[src/rtl/mips_mem_pkg.sv]
// Shared constants, state encoding, request payload and byte-lane helpers
// for the MEM-stage load/store unit.
package mips_mem_pkg;

  localparam int unsigned XLEN = 32;

  localparam logic [1:0] SIZE_BYTE = 2'b00;
  localparam logic [1:0] SIZE_HALF = 2'b01;
  localparam logic [1:0] SIZE_WORD = 2'b10;
  localparam logic [1:0] SIZE_RSVD = 2'b11;

  typedef enum logic [1:0] {
    ST_IDLE  = 2'd0,
    ST_READ  = 2'd1,
    ST_WRITE = 2'd2,
    ST_ERR   = 2'd3
  } lsu_state_e;

  typedef struct packed {
    logic            we;
    logic [1:0]      size;
    logic            uns;
    logic [1:0]      off;
    logic [XLEN-1:0] wdata;
  } lsu_req_t;

  // Little-endian lane pick with sign or zero extension.
  function automatic logic [XLEN-1:0] lane_extract(input logic [XLEN-1:0] word,
                                                   input logic [1:0]      size,
                                                   input logic            uns,
                                                   input logic [1:0]      off);
    logic [7:0]      b;
    logic [15:0]     h;
    logic [XLEN-1:0] r;
    b = word[{off, 3'b000} +: 8];
    h = off[1] ? word[31:16] : word[15:0];
    case (size)
      SIZE_BYTE: r = uns ? {24'd0, b} : {{24{b[7]}}, b};
      SIZE_HALF: r = uns ? {16'd0, h} : {{16{h[15]}}, h};
      default:   r = word;
    endcase
    return r;
  endfunction

  // Replace the addressed lane of the old RAM word with the store data.
  function automatic logic [XLEN-1:0] lane_merge(input logic [XLEN-1:0] word,
                                                 input logic [XLEN-1:0] wdata,
                                                 input logic [1:0]      size,
                                                 input logic [1:0]      off);
    logic [XLEN-1:0] r;
    r = word;
    case (size)
      SIZE_BYTE: r[{off, 3'b000} +: 8] = wdata[7:0];
      SIZE_HALF: begin
        if (off[1]) r[31:16] = wdata[15:0];
        else        r[15:0]  = wdata[15:0];
      end
      default:   r = wdata;
    endcase
    return r;
  endfunction

  function automatic logic access_err(input logic [1:0]      size,
                                      input logic            uns,
                                      input logic [XLEN-1:0] addr,
                                      input logic [XLEN-1:0] limit);
    logic misaligned;
    misaligned = ((size == SIZE_HALF) && addr[0]) ||
                 ((size == SIZE_WORD) && (addr[1:0] != 2'b00));
    return misaligned || (size == SIZE_RSVD) || ((size == SIZE_WORD) && uns) ||
           (addr >= limit);
  endfunction

endpackage

[src/rtl/lsu_lane_align.sv]
// Combinational byte-lane datapath: load extract/extend and store lane merge
// against the word currently returned by the data RAM.
module lsu_lane_align
  import mips_mem_pkg::*;
(
  input  logic [1:0]      size,
  input  logic            uns,
  input  logic [1:0]      off,
  input  logic [XLEN-1:0] wdata,
  input  logic [XLEN-1:0] rdata,
  output logic [XLEN-1:0] load_data_c,
  output logic [XLEN-1:0] merge_data_c
);

  assign load_data_c  = lane_extract(rdata, size, uns, off);
  assign merge_data_c = lane_merge(rdata, wdata, size, off);

endmodule

[src/rtl/load_store_unit.sv]
// MEM-stage load/store sequencer in front of a word-wide RAM without byte
// enables; sub-word stores are performed as read-modify-write.
module load_store_unit
  import mips_mem_pkg::*;
#(
  parameter logic [31:0] ADDR_LIMIT = 32'd256
) (
  input  logic            clock,
  input  logic            reset_n,
  input  logic            req_valid,
  output logic            req_ready,
  input  logic            req_we,
  input  logic [1:0]      req_size,
  input  logic            req_unsigned,
  input  logic [XLEN-1:0] req_addr,
  input  logic [XLEN-1:0] req_wdata,
  output logic            resp_valid,
  output logic            resp_err,
  output logic [XLEN-1:0] resp_rdata,
  output logic [XLEN-1:0] mem_addr,
  output logic [XLEN-1:0] mem_wdata,
  output logic            mem_write,
  output logic            mem_read,
  input  logic [XLEN-1:0] mem_rdata
);

  lsu_state_e      state_q, state_d;
  lsu_req_t        req_q, req_d;
  logic            ready_d, resp_valid_d, resp_err_d, mem_write_d, mem_read_d;
  logic [XLEN-1:0] resp_rdata_d, mem_addr_d, mem_wdata_d;
  logic [XLEN-1:0] load_data_c, merge_data_c;
  logic            accept_c, req_err_c, needs_read_c;

  assign accept_c     = req_valid && req_ready;
  assign req_err_c    = access_err(req_size, req_unsigned, req_addr, ADDR_LIMIT);
  assign needs_read_c = !req_we || (req_size != SIZE_WORD);

  lsu_lane_align u_align (
    .size         (req_q.size),
    .uns          (req_q.uns),
    .off          (req_q.off),
    .wdata        (req_q.wdata),
    .rdata        (mem_rdata),
    .load_data_c  (load_data_c),
    .merge_data_c (merge_data_c)
  );

  // Next state plus next values of every registered output.
  always_comb begin
    state_d      = state_q;
    req_d        = req_q;
    ready_d      = 1'b0;
    resp_valid_d = 1'b0;
    resp_err_d   = 1'b0;
    resp_rdata_d = '0;
    mem_read_d   = 1'b0;
    mem_write_d  = 1'b0;
    mem_addr_d   = mem_addr;
    mem_wdata_d  = mem_wdata;
    case (state_q)
      ST_IDLE: begin
        ready_d = 1'b1;
        if (accept_c) begin
          ready_d = 1'b0;
          req_d   = '{we: req_we, size: req_size, uns: req_unsigned,
                      off: req_addr[1:0], wdata: req_wdata};
          if (req_err_c) begin
            state_d = ST_ERR;
          end else begin
            mem_addr_d = {req_addr[XLEN-1:2], 2'b00};
            if (needs_read_c) begin
              state_d    = ST_READ;
              mem_read_d = 1'b1;
            end else begin
              state_d     = ST_WRITE;
              mem_write_d = 1'b1;
              mem_wdata_d = req_wdata;
            end
          end
        end
      end
      ST_READ: begin
        if (req_q.we) begin
          state_d     = ST_WRITE;
          mem_write_d = 1'b1;
          mem_wdata_d = merge_data_c;
        end else begin
          state_d      = ST_IDLE;
          ready_d      = 1'b1;
          resp_valid_d = 1'b1;
          resp_rdata_d = load_data_c;
        end
      end
      ST_WRITE: begin
        state_d      = ST_IDLE;
        ready_d      = 1'b1;
        resp_valid_d = 1'b1;
      end
      ST_ERR: begin
        state_d      = ST_IDLE;
        ready_d      = 1'b1;
        resp_valid_d = 1'b1;
        resp_err_d   = 1'b1;
      end
      default: begin
        state_d = ST_IDLE;
        ready_d = 1'b1;
      end
    endcase
  end

  always_ff @(posedge clock or negedge reset_n) begin
    if (!reset_n) begin
      state_q    <= ST_IDLE;
      req_q      <= '0;
      req_ready  <= 1'b1;
      resp_valid <= 1'b0;
      resp_err   <= 1'b0;
      resp_rdata <= '0;
      mem_read   <= 1'b0;
      mem_write  <= 1'b0;
      mem_addr   <= '0;
      mem_wdata  <= '0;
    end else begin
      state_q    <= state_d;
      req_q      <= req_d;
      req_ready  <= ready_d;
      resp_valid <= resp_valid_d;
      resp_err   <= resp_err_d;
      resp_rdata <= resp_rdata_d;
      mem_read   <= mem_read_d;
      mem_write  <= mem_write_d;
      mem_addr   <= mem_addr_d;
      mem_wdata  <= mem_wdata_d;
    end
  end

endmodule

[config.mk]
export PLATFORM = sky130hd
export DESIGN_NAME = load_store_unit
export DESIGN_NICKNAME = d
export VERILOG_FILES = /design/src/rtl/mips_mem_pkg.sv /design/src/rtl/lsu_lane_align.sv /design/src/rtl/load_store_unit.sv
export SDC_FILE = /design/constraint.sdc
export NUM_CORES = 1
export LEC_CHECK = 0
export ABC_CLOCK_PERIOD_IN_PS = 2900
export CAP_MARGIN = 20
export CORE_MARGIN = 5
export CORE_UTILIZATION = 48
export CTS_CLUSTER_SIZE = 10
export DETAILED_ROUTE_END_ITERATION = 8
export PLACE_DENSITY = 0.77
export SYNTH_ARGS = -nofsm -noshare
export SYNTH_HDL_FRONTEND = slang
export SYNTH_SLANG_ARGS = --single-unit
[constraint.sdc]
create_clock -name clock -period 2.9 [get_ports clock]
set_clock_uncertainty 0.15 [all_clocks]
set_input_delay 0.29 -clock clock [delete_from_list [all_inputs] [get_ports clock]]
set_output_delay 0.29 -clock clock [all_outputs]
set_load 0.02 [all_outputs]
==> results of run 1 <==
[synthesized netlist by cell type (4+ instances only)]
library cell	instances	share of area [%]
and2b_1	10	1.1
o311ai_0	8	1.0
a22oi_1	9	0.99
a21oi_1	20	1.5
mux2_4	17	3.7
and2_1	9	0.83
ha_1	5	0.92
dfrtp_1	138	51
o31ai_1	8	0.88
a211oi_1	5	0.55
inv_1	6	0.33
nand3_1	15	1.1
buf_1	4	0.22
clkbuf_1	22	1.2
nand2b_1	4	0.37
nand2_1	19	1.0
a311oi_1	10	1.3
o32ai_1	8	1.0
nor4_1	7	0.64
mux2_2	56	9.3
nand4_1	9	0.83
o21ai_0	23	1.7
o22ai_1	7	0.64
buf_2	12	0.88
nor3_1	24	1.8
nor2b_1	21	1.9
a221oi_1	8	1.0
nor2_1	63	3.5
buf_6	4	0.66
a41oi_1	8	1.0
a31oi_1	10	0.92
[worst min-delay path by stage]
stage	startpoint	endpoint	slack [ps]	cells past startpoint
after CTS	req_wdata[27]	mem_wdata[27]	300	3
final	reset_n	resp_rdata[23]	280	2
after global placement	reset_n	resp_rdata[29]	160	1
after global routing	req_wdata[27]	mem_wdata[27]	330	3
after floorplan	reset_n	mem_addr[10]	-160	0
after detailed placement	reset_n	resp_rdata[29]	170	1
[power by group through the flow]
stage               Clock (uW)  Combinational, uW  Sequential [uW]
detailed placement           0               4290             3040
finish                    2240               4340             3030
global route              2350               4640             3090
global placement             0               4190             3010
floorplan                    0               2410             3290
CTS                       2270               4320             3020
[final cells by class]
class / count / area (um2)
Clock buffer: 17 / 425
Sequential cell: 139 / 3480
Timing Repair Buffer: 223 / 2190
Fill cell: 1010 / 4260
Multi-Input combinational cell: 419 / 3080
Clock inverter: 15 / 189
Inverter: 8 / 32.5
Tap cell: 180 / 225
[flip-flops by register name, summed over array words and instances, names as in the netlist, 2 cells and up]
name        count
mem_addr       30
resp_rdata     32
req_q          38
mem_wdata      32
state_q         2
[layer usage]
layer	vias to the layer above	share of wire [%]
met5	-	0
li1	2661	-
met2	359	49
met1	2997	39
met4	0	2.8
met3	47	9.4
[through the flow]
stage,util [%],power [uW],worst slack [ps],cells,instance area (um2)
2_1_floorplan,-,5700,370,611,6810
3_3_place_gp,64.8,7200,319,968,9000
3_5_place_dp,64.8,7330,225,968,9000
4_1_cts,69.3,9600,465,1001,9620
5_1_grt,69.3,10100,322,1001,9620
6_report,69.3,9610,418,1001,9620
[worst max-delay path, cell delays in order, from the launching register on]
cell	delay, ps
dfrtp_1	370
inv_1	210
ha_1	320
nor4b_1	160
a22oi_1	630
o32ai_1	230
mux2_4	290
[kinds of logic (layout without fill, tap and decap cells)]
family                     count (synthesis)  count (layout)  share of synthesized area, %
AOI/OAI and AO/OA                        139             139                          14.7
muxes                                     78              78                          14.3
DFF                                      139             139                          51.1
other                                      1               2                        0.0551
buffers and inverters                     53             263                          3.79
and+or+nand+nor                          195             195                          15.1
adders and majority gates                  5               5                         0.919
==> results_dict.tcl, run 1 <==
set metrics [dict create \
    status "completed" \
    diodes 0 \
    grt_first_pass_wirelength_um 33900 \
    endpoint "mem_wdata[18]" \
    setup_tns_ps 0 \
    gp_congestion 0.883 \
    startpoint "req_q[33]" \
    die-width_um 129 \
    worst_slew_pin_slew_ps 779 \
    grt_pass1_vias 6083 \
    drive_above_1_share_pct 17.2 \
    cp_max_fo 8 \
    powerDensity_mw_per_mm2 999 \
    cts.sinks 139 \
    grt_max_degree 70 \
    grt_busiest_layer "met2" \
    setup_viol 0 \
    track_usage_pct 26.5 \
    cts_buffers 17 \
    cts_resized 0 \
    hold_class "input pin to asynchronous set/reset pin" \
    grtUsageMet3_pct 5.48 \
    ant_nets 0 \
    p_leak_uw 0.00401 \
    internal-power_uw 5910 \
    r2r-end "mem_wdata[18]" \
    p_sw_share_pct 38.5 \
    period_share_pct 85.6 \
    path_class "register to register" \
    cts_tree "done" \
    drv_cap 0 \
    syn_to_final_growth_pct 41.3 \
    wl_um 21900 \
    clkPwrFrac_pct 23.3 \
    drc 0 \
    portBuffers 201 \
    overflow 0 \
    clockBufferDepth 2 \
    final_cell_mix "clkdlybuf4s50_1 (200), dfrtp_1 (138), nor2_1 (63)" \
    synth_area_per_cell_um2 11.2 \
    fp.dieH_um 129 \
    via_per_inst 6.06 \
    pwr-share-comb_pct 45.2 \
    grtUsageMet2_pct 43.0 \
    synth_top_flop_cell "dfrtp_1" \
    hold_viol 0 \
    start_util_pct 49.0 \
    clk_latency_ps 420 \
    dp_hpwl_um 16000 \
    num_vias 6064 \
    rrSetupSlack_ps 420 \
    row_count 43 \
    synth.distinct_cells 58 \
    cp-start-kind "register" \
    wire_per_inst_um 21.9 \
    clockRootBuffer "clkbuf_16" \
    finalMaxSlewViolations 0 \
    seq_power_share_pct 31.5 \
    synthArstFlopShare_pct 100 \
    timing.rr.start "req_q[33]" \
    htreeDepth 4 \
    syn_inst 610 \
    path_clk_slew_ps 60 \
    cp.required_ps 3050 \
    placeableCoreArea_mm2 0.0139 \
    ys_ff_latch 139 \
    synth_warnings 0 \
    ir_worst_vdd_v 0.000661 \
    timing.hold.ws_ps 281 \
    final_common_cell "clkdlybuf4s50_1" \
    fmax_mhz 403 \
    cts_setup_buffers 0 \
    synth_edf_count 0 \
    first_pass_iters 7 \
    antenna_found_initial 0 \
    die-area_mm2 0.0167 \
    period_needed_ps 2480 \
    io_pins 204 \
    postCtsHoldBufs 1 \
    final_nets 916 \
    syn_area_mm2 0.00681 \
    rr_worst_depth 6 \
    grt_use_met1_pct 35.0 \
    net-switching-power_uw 3700 \
    rsz0062_at_grt "false" \
    slew_headroom_pct 46.6 \
    first_iter_violations 672 \
    yosysSeqAreaShare_pct 51.1 \
    cp-end-kind "register" \
    crit_arrival_ps 2640 \
]
Note: power is estimated with default switching activity, not from simulation.
==> run 2, diff against run 1 <==
--- a/config.mk
+++ b/config.mk
@@ -7,7 +7,6 @@
 export LEC_CHECK = 0
 export ABC_CLOCK_PERIOD_IN_PS = 2900
 export CAP_MARGIN = 20
-export CORE_MARGIN = 5
 export CORE_UTILIZATION = 48
 export CTS_CLUSTER_SIZE = 10
 export DETAILED_ROUTE_END_ITERATION = 8
==> run 2 against run 1 <==
Die area fell by 12%. Design area fell by 0.53%. Clock power fell by 9.8%. Critical path type unchanged. Power fell by 2.5%. Combinational power barely moved. First-iteration DRC count rose by 6.1%. Register-to-register slack improved by 20 ps. Via count fell by 2.7%. Non-clock buffer count did not move. Global-route usage rose by 3.4 points. Maximum frequency rose by 0.80%.
==> results_dict.tcl, run 2 (same netlist as run 1, synthesis figures left out) <==
set metrics [dict create \
    status "completed" \
    dp_hpwl_um 15300 \
    pwr-share-comb_pct 46.0 \
    diodes 0 \
    clockRootBuffer "clkbuf_16" \
    timing.rr.start "req_q[33]" \
    cts_buffers 17 \
    portBuffers 201 \
    net-switching-power_uw 3720 \
    worst_slew_pin_slew_ps 761 \
    first_iter_violations 713 \
    io_pins 204 \
    cp-end-kind "register" \
    cts_setup_buffers 0 \
    final_nets 916 \
    slew_headroom_pct 47.8 \
    crit_family "compound AO/OA/AOI/OAI gates" \
    seq_power_share_pct 32.4 \
    clockBufferDepth 2 \
    start_util_pct 49.0 \
    fmax_mhz 406 \
    finalMaxSlewViolations 0 \
    period_needed_ps 2460 \
    first_pass_iters 6 \
    grt_pass1_vias 5745 \
    cts_resized 0 \
    biggestRegsByFlops "req_q: 38 flops, mem_wdata: 32 flops, resp_rdata: 32 flops" \
    fp.dieH_um 121 \
    startpoint "req_q[33]" \
    largest-register "req_q" \
    p_leak_uw 0.00399 \
    ir_worst_vdd_v 0.000556 \
    final_common_cell "clkdlybuf4s50_1" \
    overflow 0 \
    crit_slowest_cell "a22oi_1" \
    fillerInstances 1035 \
    die-width_um 121 \
    drv_cap 0 \
    clkPwrFrac_pct 21.6 \
    syn_to_final_growth_pct 40.6 \
    grt_first_pass_wirelength_um 32500 \
    ant_nets 0 \
    antenna_found_initial 0 \
    path_class "register to register" \
    crit_arrival_ps 2620 \
    grt_max_degree 58 \
    setup_tns_ps 0 \
    cp.required_ps 3060 \
    drc 0 \
    clk_latency_ps 420 \
    htreeDepth 4 \
    drive_above_1_share_pct 17.2 \
    via_per_inst 5.90 \
    gp_congestion 0.856 \
    hold_class "input pin to asynchronous set/reset pin" \
    p_sw_share_pct 39.7 \
    final_core_util_pct 68.9 \
    setup_viol 0 \
    final_cell_mix "clkdlybuf4s50_1 (200), dfrtp_1 (138), nor2_1 (63)" \
    num_vias 5903 \
    wire_per_inst_um 20.9 \
    placeableCoreArea_mm2 0.0139 \
    cts.sinks 139 \
    hold_viol 0 \
    wl_um 20900 \
    die-area_mm2 0.0147 \
    period_share_pct 84.9 \
    largest_reg_flops 38 \
    cp_max_fo 8 \
    path_clk_slew_ps 60 \
    row_count 43 \
    powerDensity_mw_per_mm2 980 \
    cp_cell_sequence "inv_1, ha_1, nor4b_1, a22oi_1, o32ai_1, mux2_4" \
    track_usage_pct 29.9 \
    cts_tree "done" \
    cpPeakStageDelay_ps 620 \
    rsz0062_at_grt "false" \
    cp-start-kind "register" \
    cp.buffers_inverters 1 \
    internal-power_uw 5660 \
    postCtsHoldBufs 1 \
]
-- run 2: cell types whose count changed in the layout (fill, tap and decap cells not counted) --
| cell | previous run | this run |
|---|---|---|
| inv_8 | 1 | 0 |
| buf_12 | 1 | 2 |
| bufinv_16 | 3 | 0 |
| clkinvlp_4 | 4 | 2 |
| clkinv_4 | 2 | 3 |
| inv_6 | 4 | 9 |
| buf_4 | 20 | 19 |
-- run 2: area by class of cell --
class	count	area, um2	share of cell area [%]
Inverter	8	32.5	0.340
Clock inverter	15	125	1.31
Clock buffer	17	425	4.45
Sequential cell	139	3480	36.4
Tap cell	180	225	2.35
Multi-Input combinational cell	419	3080	32.1
Timing Repair Buffer	223	2210	23.1
-- run 2: metrics by stage --
stage                     power, uW  cells  hold WS, ps  setup WS (ps)  cell area [um2]
after floorplan                5700    611         -156            370             6810
after global placement         7220    968          119            335             9010
after detailed placement       7310    968          130            176             9010
after CTS                      9370   1001          260            456             9570
after global routing           9870   1001          285            338             9570
final                          9380   1001          247            438             9570
-- run 2: final timing paths --
kind                                        to  slack [ps]  depth (start not counted)
worst max register to register   mem_wdata[21]         440                          6
worst min register to register    mem_addr[31]         340                          1
min in group clock                 mem_addr[2]         330                          2
worst min-delay path            resp_rdata[29]         250                          2
max in group asynchronous        resp_rdata[3]        1600                          3
worst max-delay path             mem_wdata[21]         440                          6
-- run 2: worst reg2reg max path, stage by stage (launching register included) --
cell	delay (ps)
dfrtp_1	380
inv_1	210
ha_1	320
nor4b_1	160
a22oi_1	620
o32ai_1	220
mux2_4	290
-- run 2: layer usage --
layer / share of wire [%] / vias to the layer above / GRT usage [%]
met2: 48 / 305 / 47.6
met4: 2.3 / 0 / 11.0
met3: 7.4 / 37 / 6.16
met5: 0 / - / 0
met1: 42 / 2888 / 40.1
li1: - / 2673 / -
-- run 2: power by group through the flow --
stage / sequential, uW / clock [uW] / combinational (uW)
6_report: 3040 / 2020 / 4310
3_5_place_dp: 3050 / 0 / 4270
2_1_floorplan: 3290 / 0 / 2410
3_3_place_gp: 3020 / 0 / 4200
5_1_grt: 3100 / 2150 / 4620
4_1_cts: 3020 / 2050 / 4290
==> run 3, diff against run 2 <==
--- a/config.mk
+++ b/config.mk
@@ -5,7 +5,7 @@
 export SDC_FILE = /design/constraint.sdc
 export NUM_CORES = 1
 export LEC_CHECK = 0
-export ABC_CLOCK_PERIOD_IN_PS = 2900
+export ABC_CLOCK_PERIOD_IN_PS = 2450
 export CAP_MARGIN = 20
 export CORE_UTILIZATION = 48
 export CTS_CLUSTER_SIZE = 10
==> constraint.sdc (replaced) <==
create_clock -name clock -period 2.45 [get_ports clock]
set_clock_uncertainty 0.15 [all_clocks]
set_input_delay 0.245 -clock clock [delete_from_list [all_inputs] [get_ports clock]]
set_output_delay 0.245 -clock clock [all_outputs]
set_load 0.02 [all_outputs]
==> run 3 against run 2 <==
Register-to-register slack worse by 180 ps. Largest power group unchanged. Setup slack worse by 180 ps. Combinational power is 25% higher. Critical path depth stayed put. Die area stayed put. Global-route usage is 0.40 points higher. Worst hold slack worse by 91 ps. Count of clock-buffer cells in the layout is 1 higher. Sequential share of layout area is 0.69 points lower.
==> results_dict.tcl, run 3 (same netlist as run 1, synthesis figures left out) <==
set metrics [dict create \
    num_vias 6047 \
    placed_cells 980 \
    wl_um 21400 \
    final_cell_mix "clkdlybuf4s50_1 (200), dfrtp_1 (138), nor2_1 (63)" \
    final_cell_area_mm2 0.00975 \
    biggestRegsByFlops "req_q: 38 flops, mem_wdata: 32 flops, resp_rdata: 32 flops" \
    clockRootBuffer "clkbuf_16" \
    seq_power_share_pct 31.1 \
    gp_congestion 0.889 \
    p_leak_uw 0.00408 \
    fp.dieH_um 121 \
    period_share_pct 89.3 \
    internal-power_uw 7000 \
    row_count 43 \
    grt_max_degree 59 \
    cp_max_fo 8 \
    wire_per_inst_um 21.1 \
    setup_viol 0 \
    io_pins 204 \
    die-area_mm2 0.0147 \
    final_nets 928 \
    postCtsHoldBufs 1 \
    syn_to_final_growth_pct 43.3 \
    postPlaceCellArea_mm2 0.00915 \
    path_class "register to register" \
    start_util_pct 49.0 \
    finalMaxSlewViolations 0 \
    powerDensity_mw_per_mm2 1180 \
    cp-end-kind "register" \
    drv_cap 0 \
    final_common_cell "clkdlybuf4s50_1" \
    portBuffers 201 \
    diodes 0 \
    crit_arrival_ps 2350 \
    track_usage_pct 30.3 \
    first_pass_iters 5 \
    fin_cells 1013 \
    slew_headroom_pct 50.9 \
    p_total_uw 11500 \
    cts_buffers 17 \
    cp-start-kind "register" \
    first_iter_violations 589 \
    hold_class "input pin to asynchronous set/reset pin" \
    dp_hpwl_um 15500 \
    clockBufferDepth 2 \
    largest-register "req_q" \
    cts.sinks 139 \
    placeableCoreArea_mm2 0.0139 \
    cts_tree "done" \
    rsz0062_at_grt "false" \
    period_needed_ps 2190 \
    fmax_mhz 457 \
    die-width_um 121 \
    grt_first_pass_wirelength_um 33200 \
    cts_setup_buffers 0 \
    via_per_inst 5.97 \
    ir_worst_vdd_v 0.000713 \
    clk_latency_ps 430 \
    pwr-share-comb_pct 46.7 \
    net-switching-power_uw 4500 \
    drc 0 \
    htreeDepth 4 \
    worst_slew_pin_slew_ps 734 \
    hold_viol 0 \
    status "completed" \
    ant_nets 0 \
    cts_resized 0 \
    p_sw_share_pct 39.1 \
    antenna_found_initial 0 \
    drive_above_1_share_pct 18.5 \
    cp.required_ps 2610 \
    path_clk_slew_ps 60 \
    overflow 0 \
    grt_pass1_vias 5949 \
    largest_reg_flops 38 \
    clkPwrFrac_pct 22.2 \
    rr_worst_depth 6 \
]
run 3: per-stage QoR:
step	utilization [%]	setup WS (ps)	hold slack, ps	setup TNS, ps
4_1_cts	70.3	251	163	0
2_1_floorplan	-	96.8	-201	0
5_1_grt	70.3	93.3	186	0
3_5_place_dp	65.9	-64.1	38.3	-736
6_report	70.3	262	156	0
3_3_place_gp	65.9	55.8	30.4	0
run 3: power by group through the flow:
stage	Combinational [uW]	Clock, uW	Sequential [uW]
floorplan	2860	0	3900
global placement	5190	0	3560
detailed placement	5290	0	3580
CTS	5340	2580	3560
global route	5740	2690	3650
finish	5370	2550	3580
run 3: routing by layer:
metal,wire (um),part of all wire (%),GRT usage [%],up-vias
li1,-,-,-,2695
met1,8960,42,40.2,3002
met2,10300,48,47.6,307
met3,1560,7.3,7.42,43
met4,550,2.6,11.8,0
met5,0,0,0,-
run 3: layout make-up:
| type | count | area, um2 |
|---|---|---|
| Fill cell | 992 | 4130 |
| Sequential cell | 139 | 3480 |
| Clock inverter | 14 | 150 |
| Clock buffer | 18 | 439 |
| Inverter | 8 | 32.5 |
| Multi-Input combinational cell | 419 | 3080 |
| Tap cell | 180 | 225 |
| Timing Repair Buffer | 235 | 2350 |
run 3: critical path, cell delays in order (launching register included):
cell and delay (ps):
dfrtp_1 370, inv_1 190, ha_1 310, nor4b_1 170, a22oi_2 410, o32ai_1 200, mux2_4 280
run 3: final timing paths:
| check | from | endpoint | slack (ps) |
|---|---|---|---|
| worst max register to register | req_q[32] | mem_wdata[18] | 260 |
| worst min-delay path | reset_n | resp_rdata[29] | 160 |
| min in group clock | req_we | req_q[37] | 280 |
| worst min register to register | mem_addr[18] | mem_addr[18] | 340 |
| max in group asynchronous | reset_n | mem_addr[13] | 1170 |
| worst max-delay path | req_q[32] | mem_wdata[18] | 260 |
